File: src/rtl/shift_ex_stage.sv
// shift_ex_stage: two-entry pipelined execute wrapper around an external
// combinational Shifter. S1 registers the accepted operands and drives the
// Shifter; S2 captures Shift_Out for writeback. Flush clears both stages,
// illegal opcodes are consumed and latch a sticky error flag, and completed
// transfers are counted with a saturating counter.
// Optional build macro: SHIFT_ZFLAG_EN adds out_z (zero result alongside
// out_data) and flag_z (zero flag updated on each output transfer).

module shift_ex_stage #(
   parameter int DW    = 16,
   parameter int CNT_W = 16
) (
   input  logic             clk,
   input  logic             rst_n,
   input  logic             flush,
   input  logic             in_valid,
   output logic             in_ready,
   input  logic [3:0]       in_opcode,
   input  logic [DW-1:0]    in_src,
   input  logic [3:0]       in_imm,
   input  logic [3:0]       in_rd,
   output logic [DW-1:0]    sh_in,
   output logic [3:0]       sh_val,
   output logic             sh_mode,
   input  logic [DW-1:0]    sh_out,
   output logic             out_valid,
   input  logic             out_ready,
   output logic [DW-1:0]    out_data,
   output logic [3:0]       out_rd,
   output logic             err,
   output logic [CNT_W-1:0] op_count
`ifdef SHIFT_ZFLAG_EN
   ,
   output logic             out_z,
   output logic             flag_z
`endif
);

   localparam logic [3:0] OP_SLL = 4'b0100;
   localparam logic [3:0] OP_SRA = 4'b0101;

   logic             s1_valid_q, s1_valid_d;
   logic [DW-1:0]    s1_src_q, s1_src_d;
   logic [3:0]       s1_imm_q, s1_imm_d;
   logic [3:0]       s1_rd_q, s1_rd_d;
   logic             s1_mode_q, s1_mode_d;
   logic             s2_valid_q, s2_valid_d;
   logic [DW-1:0]    out_data_q, out_data_d;
   logic [3:0]       out_rd_q, out_rd_d;
   logic             err_q, err_d;
   logic [CNT_W-1:0] op_count_q, op_count_d;
`ifdef SHIFT_ZFLAG_EN
   logic             out_z_q, out_z_d;
   logic             flag_z_q, flag_z_d;
`endif

   logic s1_adv;
   logic accept;
   logic legal;
   logic xfer;

   // Handshake: S1 may hand off when S2 is empty or draining this cycle.
   always_comb begin
      s1_adv   = s1_valid_q && (!s2_valid_q || out_ready);
      in_ready = !flush && (!s1_valid_q || s1_adv);
      accept   = in_valid && in_ready;
      legal    = (in_opcode == OP_SLL) || (in_opcode == OP_SRA);
      xfer     = s2_valid_q && out_ready;
   end

   // Next-state for both stages, error flag and completion counter.
   always_comb begin
      s1_valid_d = s1_valid_q;
      s1_src_d   = s1_src_q;
      s1_imm_d   = s1_imm_q;
      s1_rd_d    = s1_rd_q;
      s1_mode_d  = s1_mode_q;
      s2_valid_d = s2_valid_q;
      out_data_d = out_data_q;
      out_rd_d   = out_rd_q;
      err_d      = err_q;
      op_count_d = op_count_q;
`ifdef SHIFT_ZFLAG_EN
      out_z_d    = out_z_q;
      flag_z_d   = flag_z_q;
`endif

      if (flush) begin
         s1_valid_d = 1'b0;
         s2_valid_d = 1'b0;
      end else begin
         if (accept && legal) begin
            s1_valid_d = 1'b1;
            s1_src_d   = in_src;
            s1_imm_d   = in_imm;
            s1_rd_d    = in_rd;
            s1_mode_d  = in_opcode[0];
         end else if (s1_adv) begin
            s1_valid_d = 1'b0;
         end

         if (s1_adv) begin
            s2_valid_d = 1'b1;
            out_data_d = sh_out;
            out_rd_d   = s1_rd_q;
`ifdef SHIFT_ZFLAG_EN
            out_z_d    = (sh_out == '0);
`endif
         end else if (xfer) begin
            s2_valid_d = 1'b0;
         end
      end

      // Illegal ops complete the handshake but only leave the sticky flag behind.
      if (accept && !legal) begin
         err_d = 1'b1;
      end

      // A transfer that coincides with flush still reached writeback, so it counts.
      if (xfer) begin
         if (op_count_q != '1) begin
            op_count_d = op_count_q + {{(CNT_W-1){1'b0}}, 1'b1};
         end
`ifdef SHIFT_ZFLAG_EN
         flag_z_d = out_z_q;
`endif
      end
   end

   // State registers with synchronous active-low reset.
   always_ff @(posedge clk) begin
      if (!rst_n) begin
         s1_valid_q <= 1'b0;
         s1_src_q   <= '0;
         s1_imm_q   <= '0;
         s1_rd_q    <= '0;
         s1_mode_q  <= 1'b0;
         s2_valid_q <= 1'b0;
         out_data_q <= '0;
         out_rd_q   <= '0;
         err_q      <= 1'b0;
         op_count_q <= '0;
`ifdef SHIFT_ZFLAG_EN
         out_z_q    <= 1'b0;
         flag_z_q   <= 1'b0;
`endif
      end else begin
         s1_valid_q <= s1_valid_d;
         s1_src_q   <= s1_src_d;
         s1_imm_q   <= s1_imm_d;
         s1_rd_q    <= s1_rd_d;
         s1_mode_q  <= s1_mode_d;
         s2_valid_q <= s2_valid_d;
         out_data_q <= out_data_d;
         out_rd_q   <= out_rd_d;
         err_q      <= err_d;
         op_count_q <= op_count_d;
`ifdef SHIFT_ZFLAG_EN
         out_z_q    <= out_z_d;
         flag_z_q   <= flag_z_d;
`endif
      end
   end

   // Shifter is driven straight from the S1 registers.
   always_comb begin
      sh_in     = s1_src_q;
      sh_val    = s1_imm_q;
      sh_mode   = s1_mode_q;
      out_valid = s2_valid_q;
      out_data  = out_data_q;
      out_rd    = out_rd_q;
      err       = err_q;
      op_count  = op_count_q;
`ifdef SHIFT_ZFLAG_EN
      out_z     = out_z_q;
      flag_z    = flag_z_q;
`endif
   end

endmodule

File: config.mk
export PLATFORM = sky130hd
export DESIGN_NAME = shift_ex_stage
export DESIGN_NICKNAME = d
export VERILOG_FILES = /design/src/rtl/shift_ex_stage.sv
export SDC_FILE = /design/constraint.sdc
export NUM_CORES = 1
export LEC_CHECK = 0
export ABC_AREA = 1
export CORE_MARGIN = 2
export CORE_UTILIZATION = 44
export CTS_BUF_LIST = sky130_fd_sc_hd__clkbuf_4
export DETAILED_ROUTE_END_ITERATION = 8
export GPL_TIMING_DRIVEN = 0
export PLACE_DENSITY = 0.82
export RECOVER_POWER = 50
export SYNTH_ARGS = -nofsm -noshare
export SYNTH_HDL_FRONTEND = slang
export SYNTH_SLANG_ARGS = --single-unit
File: constraint.sdc
create_clock -name clk -period 1.9 [get_ports clk]
set_clock_uncertainty 0.1 [all_clocks]
set_input_delay 0.19 -clock clk [delete_from_list [all_inputs] [get_ports clk]]
set_output_delay 0.19 -clock clk [all_outputs]
set_load 0.05 [all_outputs]
# Word level (Yosys, flattened, before mapping)
# Cells that the tools add are included.
[totals] ff_bits=64 word_cells=39 in_bits=49 out_inout_bits=60
[classes] add_sub_neg=1 n_eq_ne=3 n_reduce_logical=19 bitwise=2 n_mux=4
[op_table] operator="adder 16 x 1 -> 16 bit (second input constant)" n=1
[op_table] operator="inequality test 16 bit (second input constant)" n=1
[op_table] operator="== test 4 x 3 -> 1 bit (second input constant)" n=2
[op_table] operator="logical AND 1 bit" n=6
[op_table] operator="AND reduction 2 bit" n=3
[op_table] operator="zero test 1 bit" n=4
[op_table] operator="2-to-1 mux 1 bit" n=4
[op_table] operator="nonzero test 2 bit" n=2
[op_table] operator="logical OR 1 bit" n=3
[op_table] operator="NOT 1 bit" n=2
[op_table] operator="OR reduction 2 bit" n=1

# Longest topological paths before layout
# Gate-level depths: netlist of the first run.
[logic_depth] word_depth=8 depth_mapped=10 depth_no_buf=9

# Least setup slack after synthesis of the first run
# Ideal clock, no wire load.
[synth_path] path_type="reg-to-reg" from="reg op_count_q[1], in the netlist op_count[1]" to="reg op_count_q[1], in the netlist op_count[1]" setup_slack_ns=0.059 stages_incl_launch_ff=9 t_arrival_ns=1.625 n_path_buf=0 synth_period_minus_slack_ns=1.841 t_required_ns=1.684 setup_ns=0.116 path_cell_list="dfxtp_1 ha_1 inv_1 nor2_4 nand2_2 nor2_1 nor2_1 nor2_1 nor2_1"
[synth_between] elab_chain_len=2 word_cells_on_any_way=3 cone_classes="add/sub (1); eq/ne (1); reduce/logical (1)"
[synth_rtl] item="start, declared" line_no="51" rtl="logic [CNT_W-1:0] op_count_q, op_count_d;"
[synth_rtl] item="start signal, assigned" line_no="157" rtl="op_count_q <= op_count_d;"
[synth_rtl] item="parallel branches: the longest is 2 deep, another holds adder 16 x 1 -> 16 bit"
# Parallel ways; which one is timed is not known.
# A chain may end at the register's enable or synchronous reset.

# Worst setup path in the final report of the first run
[layout_path] from="reg s1_src_q[13], in the netlist sh_in[13]" to="out sh_in[13]"
[layout_rtl] item="start, declared" line_no="43" rtl="logic [DW-1:0] s1_src_q, s1_src_d;"
[layout_rtl] item="start signal, assigned" line_no="149" rtl="s1_src_q <= s1_src_d;"
[layout_rtl] item="end, declared" line_no="22" rtl="output logic [DW-1:0] sh_in,"
# No word-level cell between the ends.

==> results_dict.tcl, run 1 <==
set metrics [dict create \
    viasPerCell 4.80 \
    p_leak_nw 1.51 \
    grt_use_total_pct 21.9 \
    place_ws_ps -176 \
    start_util_pct 45.2 \
    setup_violations 0 \
    die_w_um 81.5 \
    wire_per_inst_um 12.3 \
    yosysMostFrequentCell "nor2_1" \
    end_kind "output port" \
    drt_first_pass_iters 4 \
    holdBufCountCts 0 \
    yosys_warnings 0 \
    hold_viol_final 0 \
    synth_top_cell_area_share_pct 48.5 \
    vdd_drop_max_mv 0.449 \
    start_kind "flop" \
    fin_tns_setup_ps 0 \
    whs_endpoint "sh_in[4]" \
    drive_above_1_share_pct 7.25 \
    critPathArrivalTime_ps 1560 \
    insertion_delay_ps 400 \
    fin_util_pct 64.2 \
    maxSlewHeadroom_pct 57.9 \
    synth_edf_count 0 \
    io_pins 109 \
    syn-num-nets 410 \
    num-fill-cells 552 \
    register_area_mm2 0.00128 \
    grt_pass1_wl_um 11300 \
    worst_slack_ps 48.0 \
    yosysTopAreaCell "dfxtp_1" \
    postRouteWirelength_um 6880 \
    crit_path_max_incr_delay_ps 820 \
    cts_sinks 64 \
    slew_viol_final 0 \
    synth-seq-area-share_pct 48.5 \
    postSynthCellCount 360 \
    hpwl_um 5130 \
    tightest_slew_ps 634 \
    first_iter_violations 112 \
    critPathMaxFanout 2 \
    crit_required_ps 1610 \
    clock-root-buffer "clkbuf_4" \
    status "completed" \
    ys_seq_elements 64 \
    clk_path_buf_depth 2 \
    cts_inserted_buffers 9 \
    grt_max_degree 11 \
    placedCellCount 542 \
    core_mm2 0.00585 \
    cp_cell_sequence "clkdlybuf4s50_1" \
    via_count 2681 \
    drcViolationCount 0 \
    fin_crit_ps 1850 \
    r2r_start "out_valid" \
    grt_pass1_vias 2570 \
    cap_violations 0 \
    cp_slowest_cell "clkdlybuf4s50_1" \
    die_h_um 81.5 \
    ant_nets 0 \
    cp.buffers_inverters 1 \
    portBuffers 107 \
    timing.hold.ws_ps 59.0 \
    power_density_mw_per_mm2 634 \
    critPathTopFamily "buffers and inverters" \
    finalNonFillerCells 558 \
    area_growth_syn_to_layout_pct 42.0 \
    nets 528 \
    syn_area_mm2 0.00264 \
    hold_class "primary input to flop" \
    r2r_end "sh_in[8]" \
    antenna_found_initial 0 \
    finalCritPeriodShare_pct 97.5 \
    yosysUniqueCellTypes 28 \
    cts_setup_buffers 0 \
    htreeDepth 3 \
    synthTopCellsByCount "nor2_1 (124), dfxtp_1 (64), o21ai_0 (47)" \
    max_freq_ghz 0.540 \
    clk_pin_slew_ps 110 \
    path_class "flop to output port" \
    reg2reg_depth 9 \
    yosys_most_used_dff "dfxtp_1" \
    dieArea_mm2 0.00664 \
    reg2reg_slack_ps 180 \
    syn_avg_cell_area_um2 7.34 \
    cts_resized 17 \
    multi_input_area_mm2 0.00121 \
    min_from "rst_n" \
    cts_tree "built" \
    diodes 0 \
    gp_congestion 0.866 \
    rows 28 \
    ys_top_cells_by_area "dfxtp_1 (48%), nor2_1 (18%), o21ai_0 (8.9%), nand2_1 (6.1%), a21oi_1 (2.3%)" \
    holdPathStages 3 \
    async_flop_share_pct 0 \
    grt_overflow_total 0 \
]
[through the flow]
stage / instance area (um^2) / power, mW
after detailed placement: 3810 / 1.64
final: 3750 / 2.38
after floorplan: 2640 / 1.50
after global routing: 3750 / 2.50
after CTS: 3900 / 2.41
after global placement: 3810 / 1.64
[cell type report]
type	count	share of cell area (%)
clock buffers	12	2.40
flip-flops and latches	64	34.1
well taps	75	2.50
plain buffers	15	2.00
inverters	17	1.70
clock inverters	4	0.566
repair buffers	107	24.5
multi-input cells	264	32.2
[kinds of logic (layout without fill, tap and decap cells)]
family,Yosys count,count (layout),share of synthesized area (%)
AO/OA/AOI/OAI,62,62,12.3
XOR/XNOR,3,3,0.994
adder cells (fa/ha/maj),1,1,0.473
buffers and inverters,32,155,5.49
flip-flops,64,64,48.5
AND/OR/NAND/NOR,198,198,32.3
[report_power, final]
part           total [mW]  leakage (nW)  switching, mW  internal, mW
Combinational       0.240         0.926          0.117         0.123
Clock               0.779        0.0647          0.474         0.306
Sequential           1.36         0.517        0.00745          1.36
Total                2.38          1.51          0.598          1.78
[sequential cells by signal, indices dropped and copies added (netlist names)]
signal,cells
sh_val,4
sh_in,16
out_rd,4
s1_rd_q,4
op_count,16
sh_mode,1
err,1
out_valid,1
s1_valid_q,1
out_data,16
[worst reg2reg max path, delay by kind of cell, from the launching register on]
family	cells	cell delay [ps]
simple gates	5	600
buf+inv	3	420
flops	1	360
compound gates	1	180
[worst max path at each step]
stage               slack, ps  depth (start not counted)         from          end
floorplan                  60                          8  op_count[1]  op_count[1]
global placement         -180                          6    out_ready     in_ready
detailed placement       -180                          6    out_ready     in_ready
CTS                       -10                          6    out_valid     in_ready
global route              -40                          9    out_valid     sh_in[8]
finish                     50                          1    sh_in[13]    sh_in[13]
[layer usage]
metal  global-route usage (%)  wire (um)
met4                     11.2        141
met2                     37.3       3380
met3                     6.70        422
met1                     24.8       2940
met5                        0          0
[layout by cell type, fill, tap and decap left out, drive strengths merged, types with 12 or more instances in the layout]
cell type      instances
a21oi                 12
clkbuf                45
clkdlybuf4s50         70
dfxtp                 64
dlygate4sd2           16
inv                   17
nand2                 47
nand3                 13
nor2                 130
o21ai                 48
(Power assumes the default switching activity.)
==> run 2: changes to the inputs <==
--- a/config.mk
+++ b/config.mk
@@ -9,6 +9,7 @@
 export CORE_MARGIN = 2
 export CORE_UTILIZATION = 44
 export CTS_BUF_LIST = sky130_fd_sc_hd__clkbuf_4
+export CTS_CLUSTER_DIAMETER = 80
 export DETAILED_ROUTE_END_ITERATION = 8
 export GPL_TIMING_DRIVEN = 0
 export PLACE_DENSITY = 0.82
==> results of run 2 <==
No change in the layout: final DEF, timing and power equal those of run 1.
==> variant 1, RTL diff (settings of run 2) <==
The parameter `DW` goes from 16 to 24.
--- a/src/rtl/shift_ex_stage.sv
+++ b/src/rtl/shift_ex_stage.sv
@@ -9,3 +9,3 @@
 module shift_ex_stage #(
-   parameter int DW    = 16,
+   parameter int DW    = 24,
    parameter int CNT_W = 16
Ports: changed (resized in_src, out_data, sh_in and sh_out); port bits go from 109 to 141. The function was not compared with the original's and may differ.
==> variant 1 against run 2 <==
Cell area is 21% higher. Non-clock buffer count rose by 38. Critical path depth unchanged. Total power rose by 25%. Worst setup slack improved by 0.74 ps. Routed wire length grew 24%. Synthesized area up 21%. Sequential cell count rose by 16.
==> variant 1: results (changes against run 2) <==
----------------------------------------------------
[Drt]
  Routed met2 length ... 4230 um (+25%)
  DRT iter0 DRCs ... 137 (+22%)
  Detailed-route wire length ... 8520 um (+24%)
  M1 wire length ... 3660 um (+24%)
  Amount of wire on met3 after detailed routing ... 541 um (+28%)
  Via-per-instance ratio ... 4.86 (+1.1%)

[Clock tree]
  Worst-skew pair later-pin latency ... 400 ps (about the same)
  Worst-path clk slew ... 130 ps (+20 ps)

[Finish]
  Final #Nets ... 645 (+22%)
  Count of filler cells inserted in the layout ... 681 (+23%)
  Ratio of cells with drive above 1 in the final layout ... 0.0771 (+0.00459)

[Synth]
  Number of library cell types mapped by synthesis ... 30 (+7.1%)
  Cell types occupying the most area after synthesis ... dfxtp_1 50%, nor2_1 18%, o21ai_0 8.1%
  Share of synthesized area occupied by flip-flops and latches ... 0.499 (+0.0144)
  List of most frequent post-synthesis cells ... 155 x nor2_1, 80 x dfxtp_1, 52 x o21ai_0
  Post-Synthesis Net Count ... 494 (+20%)

[Power and ir drop]
  Leakage ... 0.00185 uW (+23%)
  Max VDD drop ... 358 uV (-20%)

[Global routing]
  Pin count of the biggest net entering global routing ... 14 (+3)
  Via count of the first global-routing pass ... 3013 (+17%)
  GRT Overall Usage ... 0.213 (-0.00604)

[Worst hold path]
  Depth of the worst hold-timing path ... 3 (unchanged)

[Run status]
  Result of the run ... complete, no violations

[Placed design]
  Count of input and output buffers ... 139 (+30%)
  Placer's final routability congestion estimate ... 0.927 (+7.1%)
  Placed cell area ... 4720 sq um (+24%)

[Setup path]
  Number of cells traversed by the worst register-to-register path ... 6 (-3)

----------------------------------------------------
variant 1: cell types whose count changed after synthesis, sizes merged, moves of 3 or more:
cell	run 2	this run
nor2	130	162
buf	5	14
nand3	13	16
o21ai	48	65
clkbuf	10	6
dfxtp	64	80
nand2	47	42
variant 1: cells by family (layout without fill, tap and decap cells):
family | Yosys count | count (layout) | synth area share
adders and majority gates | 1 | 1 | 0.00390
DFF | 80 | 80 | 0.499
AOI/OAI and AO/OA | 79 | 79 | 0.128
buffers and inverters | 38 | 194 | 0.0557
and+or+nand+nor | 228 | 228 | 0.308
xor gates and xnor gates | 2 | 2 | 0.00546
variant 1: power breakdown:
group / internal, uW / switching, uW
Combinational: 154 / 150
Sequential: 1700 / 9.62
Clock: 410 / 565
variant 1: final cells by class:
| cell class | instances | area, sq um | share of cell area |
|---|---|---|---|
| flip-flops and latches | 80 | 1600 | 0.352 |
| repair buffers | 140 | 1090 | 0.240 |
| plain buffers | 20 | 104 | 0.0229 |
| multi-input cells | 310 | 1420 | 0.313 |
| clock inverters | 6 | 60.1 | 0.0132 |
| inverters | 18 | 67.6 | 0.0149 |
| clock buffers | 10 | 75.1 | 0.0165 |
| well taps | 99 | 124 | 0.0273 |
variant 1: per-stage QoR:
stage	util	instances	setup TNS, ps	hold slack (ps)
after floorplan	-	428	0	225
after global placement	0.658	666	-169	362
after detailed placement	0.658	666	-164	371
after CTS	0.675	683	-14.2	6.07
after global routing	0.633	683	0	45.5
final	0.633	683	0	35.5
variant 1: worst min-delay path, stage by stage:
cell and delay, ps:
clkbuf_1 170, o21ai_0 110, nor2_1 40
variant 1: repair_timing:
item | 4_1_cts | 5_1_grt
cloned | 0 | 0
endpoints found under the setup margin | 20 | 46
gates resized for setup | 20 | 47
hold buffers | 1 | 0
setup buffers | 0 | 0
endpoints found under the hold margin | 2 | 0
variant 1: worst paths after layout:
| path | endpoint | startpoint | slack [ps] |
|---|---|---|---|
| setup / recovery | out_data[5] | out_data[5] | 50 |
| hold / removal | sh_in[12] | rst_n | 40 |
| setup reg to reg | out_data[11] | s1_valid_q | 280 |
| hold reg to reg | sh_in[20] | sh_in[20] | 400 |
variant 1: routing by layer:
metal  vias up  GRT usage
met1      1527      0.262
met5         -          0
met3         8     0.0563
met2       105      0.351
met4         0     0.0963
li1       1678          -
==> variant 2, RTL diff (settings of run 2) <==
Without the edit above. Take the reset off `s1_src_q`, `s1_imm_q` and `out_data_q` and load them in a clocked block of their own.
--- a/src/rtl/shift_ex_stage.sv
+++ b/src/rtl/shift_ex_stage.sv
@@ -133,4 +133,2 @@
          s1_valid_q <= 1'b0;
-         s1_src_q   <= '0;
-         s1_imm_q   <= '0;
          s1_rd_q    <= '0;
@@ -138,3 +136,2 @@
          s2_valid_q <= 1'b0;
-         out_data_q <= '0;
          out_rd_q   <= '0;
@@ -148,4 +145,2 @@
          s1_valid_q <= s1_valid_d;
-         s1_src_q   <= s1_src_d;
-         s1_imm_q   <= s1_imm_d;
          s1_rd_q    <= s1_rd_d;
@@ -153,3 +148,2 @@
          s2_valid_q <= s2_valid_d;
-         out_data_q <= out_data_d;
          out_rd_q   <= out_rd_d;
@@ -162,2 +156,8 @@
       end
+   end
+
+   always_ff @(posedge clk) begin
+      s1_src_q   <= s1_src_d;
+      s1_imm_q   <= s1_imm_d;
+      out_data_q <= out_data_d;
    end
Function: changed (Yosys sat finds a counterexample within 4 cycles, from zero or initial values and one cycle with rst_n low).
==> variant 2 against run 2 <==
The run now ends with negative setup slack left. Via count decreased by 23%. Final cell count is 22% lower. Non-clock buffer count decreased by 10. Worst setup slack worse by 83 ps. Sequential cell count stayed put. Cell area is 0.57% lower. Total power up 6.6%. Register-to-register slack better by 30 ps. Routed wire length shrank 16%. Clock power is 12% higher. Synthesized cell count down 33%. Synthesized area fell by 8.3%.
==> variant 2: results (changes against run 2) <==
----------------------------------------------------
[Synth]
  List of most frequent post-synthesis cells ... 60 x nor2_1, 41 x nand2_1, 36 x edfxtp_1
  Share of synthesized area occupied by flip-flops and latches ... 0.677 (+0.192)
  Average cell area after synthesis ... 10.0 sq um (+36%)
  Cell types occupying the most area after synthesis ... edfxtp_1 45%, dfxtp_1 23%, nor2_1 9.3%
  Library cell occupying the most area in the post-synthesis netlist ... edfxtp_1
  Number of flops mapped to enable cells by yosys ... 36 (+36)
  Post-Synthesis Net Count ... 292 (-29%)
  Number of library cell types mapped by synthesis ... 20 (-29%)

[Setup path]
  Crit path max-delay cell type ... dlygate4sd2_1
  CP Data Arrival Time ... 1640 ps (+80 ps)
  Crit-path max cell delay ... 440 ps (-380 ps)
  Crit path max fanout ... 3 (+1)

[Placed design]
  Detailed placer's ending HPWL ... 4360 um (-15%)
  Placer's final routability congestion estimate ... 0.844 (-2.5%)
  Placed cell area ... 3630 sq um (-4.8%)
  Placed Cells incl. Taps ... 421 (-22%)

[STA]
  Final worst setup slack ... -34.9 ps (-82.9 ps)
  Worst slew pin tran ... 858 ps (+225 ps)
  Final-report setup violation count ... 1 (+1)
  Final total negative setup slack ... -34.9 ps (-34.9 ps)

[Finish]
  Final #Nets ... 411 (-22%)
  Ratio of cells with drive above 1 in the final layout ... 0.0956 (+0.0232)

[Clock tree]
  Total clock buffers created by CTS ... 9 (unchanged)

[Run status]
  Failing checks ... negative setup slack
  Result of the run ... finished, violations left

[Global routing]
  Via count of the first global-routing pass ... 1896 (-26%)
  GRT Overall Usage ... 0.192 (-0.0272)

[Drt]
  Via count ... 2051 (-23%)
  Detailed-route wire length ... 5770 um (-16%)
  DRT iter0 DRCs ... 104 (-7.1%)

[Power and ir drop]
  Max VDD drop ... 358 uV (-20%)
  Leakage ... 0.00142 uW (-5.7%)

----------------------------------------------------
-- variant 2: stage by stage --
stage                util  hold slack (ps)
finish              0.691             82.0
detailed placement  0.671              375
floorplan               -              189
global placement    0.671              354
CTS                 0.693             63.9
global route        0.691             82.0
-- variant 2: what timing repair did --
item	in CTS	in global routing
cloned	0	1
gates resized for setup	18	3
pin swaps	0	1
setup endpoints to repair	37	31
-- variant 2: cells by family (layout without fill, tap and decap cells) --
group                      Yosys count  in the layout  share of synthesized area
buffers and inverters               24            148                     0.0387
DFF                                 64             64                      0.677
and+or+nand+nor                    131            131                      0.233
AOI/OAI and AO/OA                   22             22                     0.0459
adders and majority gates            1              1                    0.00516
-- variant 2: area by class of cell --
cell class                      instances  area (sq um)
Buffer                                  5          22.5
Clock buffer                           11          82.6
Clock inverter                          5          50.0
Fill cell                             437          1670
Inverter                               19          78.8
Multi-Input combinational cell        154           713
Sequential cell                        64          1650
Tap cell                               72          90.1
Timing Repair Buffer                  107          1040
Timing Repair inverter                  1          7.51
-- variant 2: path summary, 6_finish.rpt --
check             start          to  slack (ps)  cells after the start
max           out_valid    in_ready         -30                      6
min               rst_n   out_rd[0]          80                      3
max reg2reg   out_valid   out_rd[1]         210                      6
min reg2reg  s1_rd_q[0]  s1_rd_q[0]         390                      2
-- variant 2: where the power goes --
group          leakage (uW)  switching [uW]  internal [uW]
Combinational      0.000798            90.5           98.3
Sequential         0.000551            4.37           1470
Clock             0.0000719             453            421
Total               0.00142             548           1990
-- variant 2: worst register-to-register path, delay by kind of cell (launching register included) --
| family | cells | cell delay, ps |
|---|---|---|
| buffers and inverters | 2 | 180 |
| flip-flops | 1 | 360 |
| AND/OR/NAND/NOR | 4 | 950 |
-- variant 2: per-layer routing --
layer / track usage / wire, um / part of all wire
met4: 0.0912 / 123 / 0.021
met3: 0.0414 / 298 / 0.052
met1: 0.233 / 2470 / 0.43
met2: 0.327 / 2880 / 0.50
met5: 0 / 0 / 0
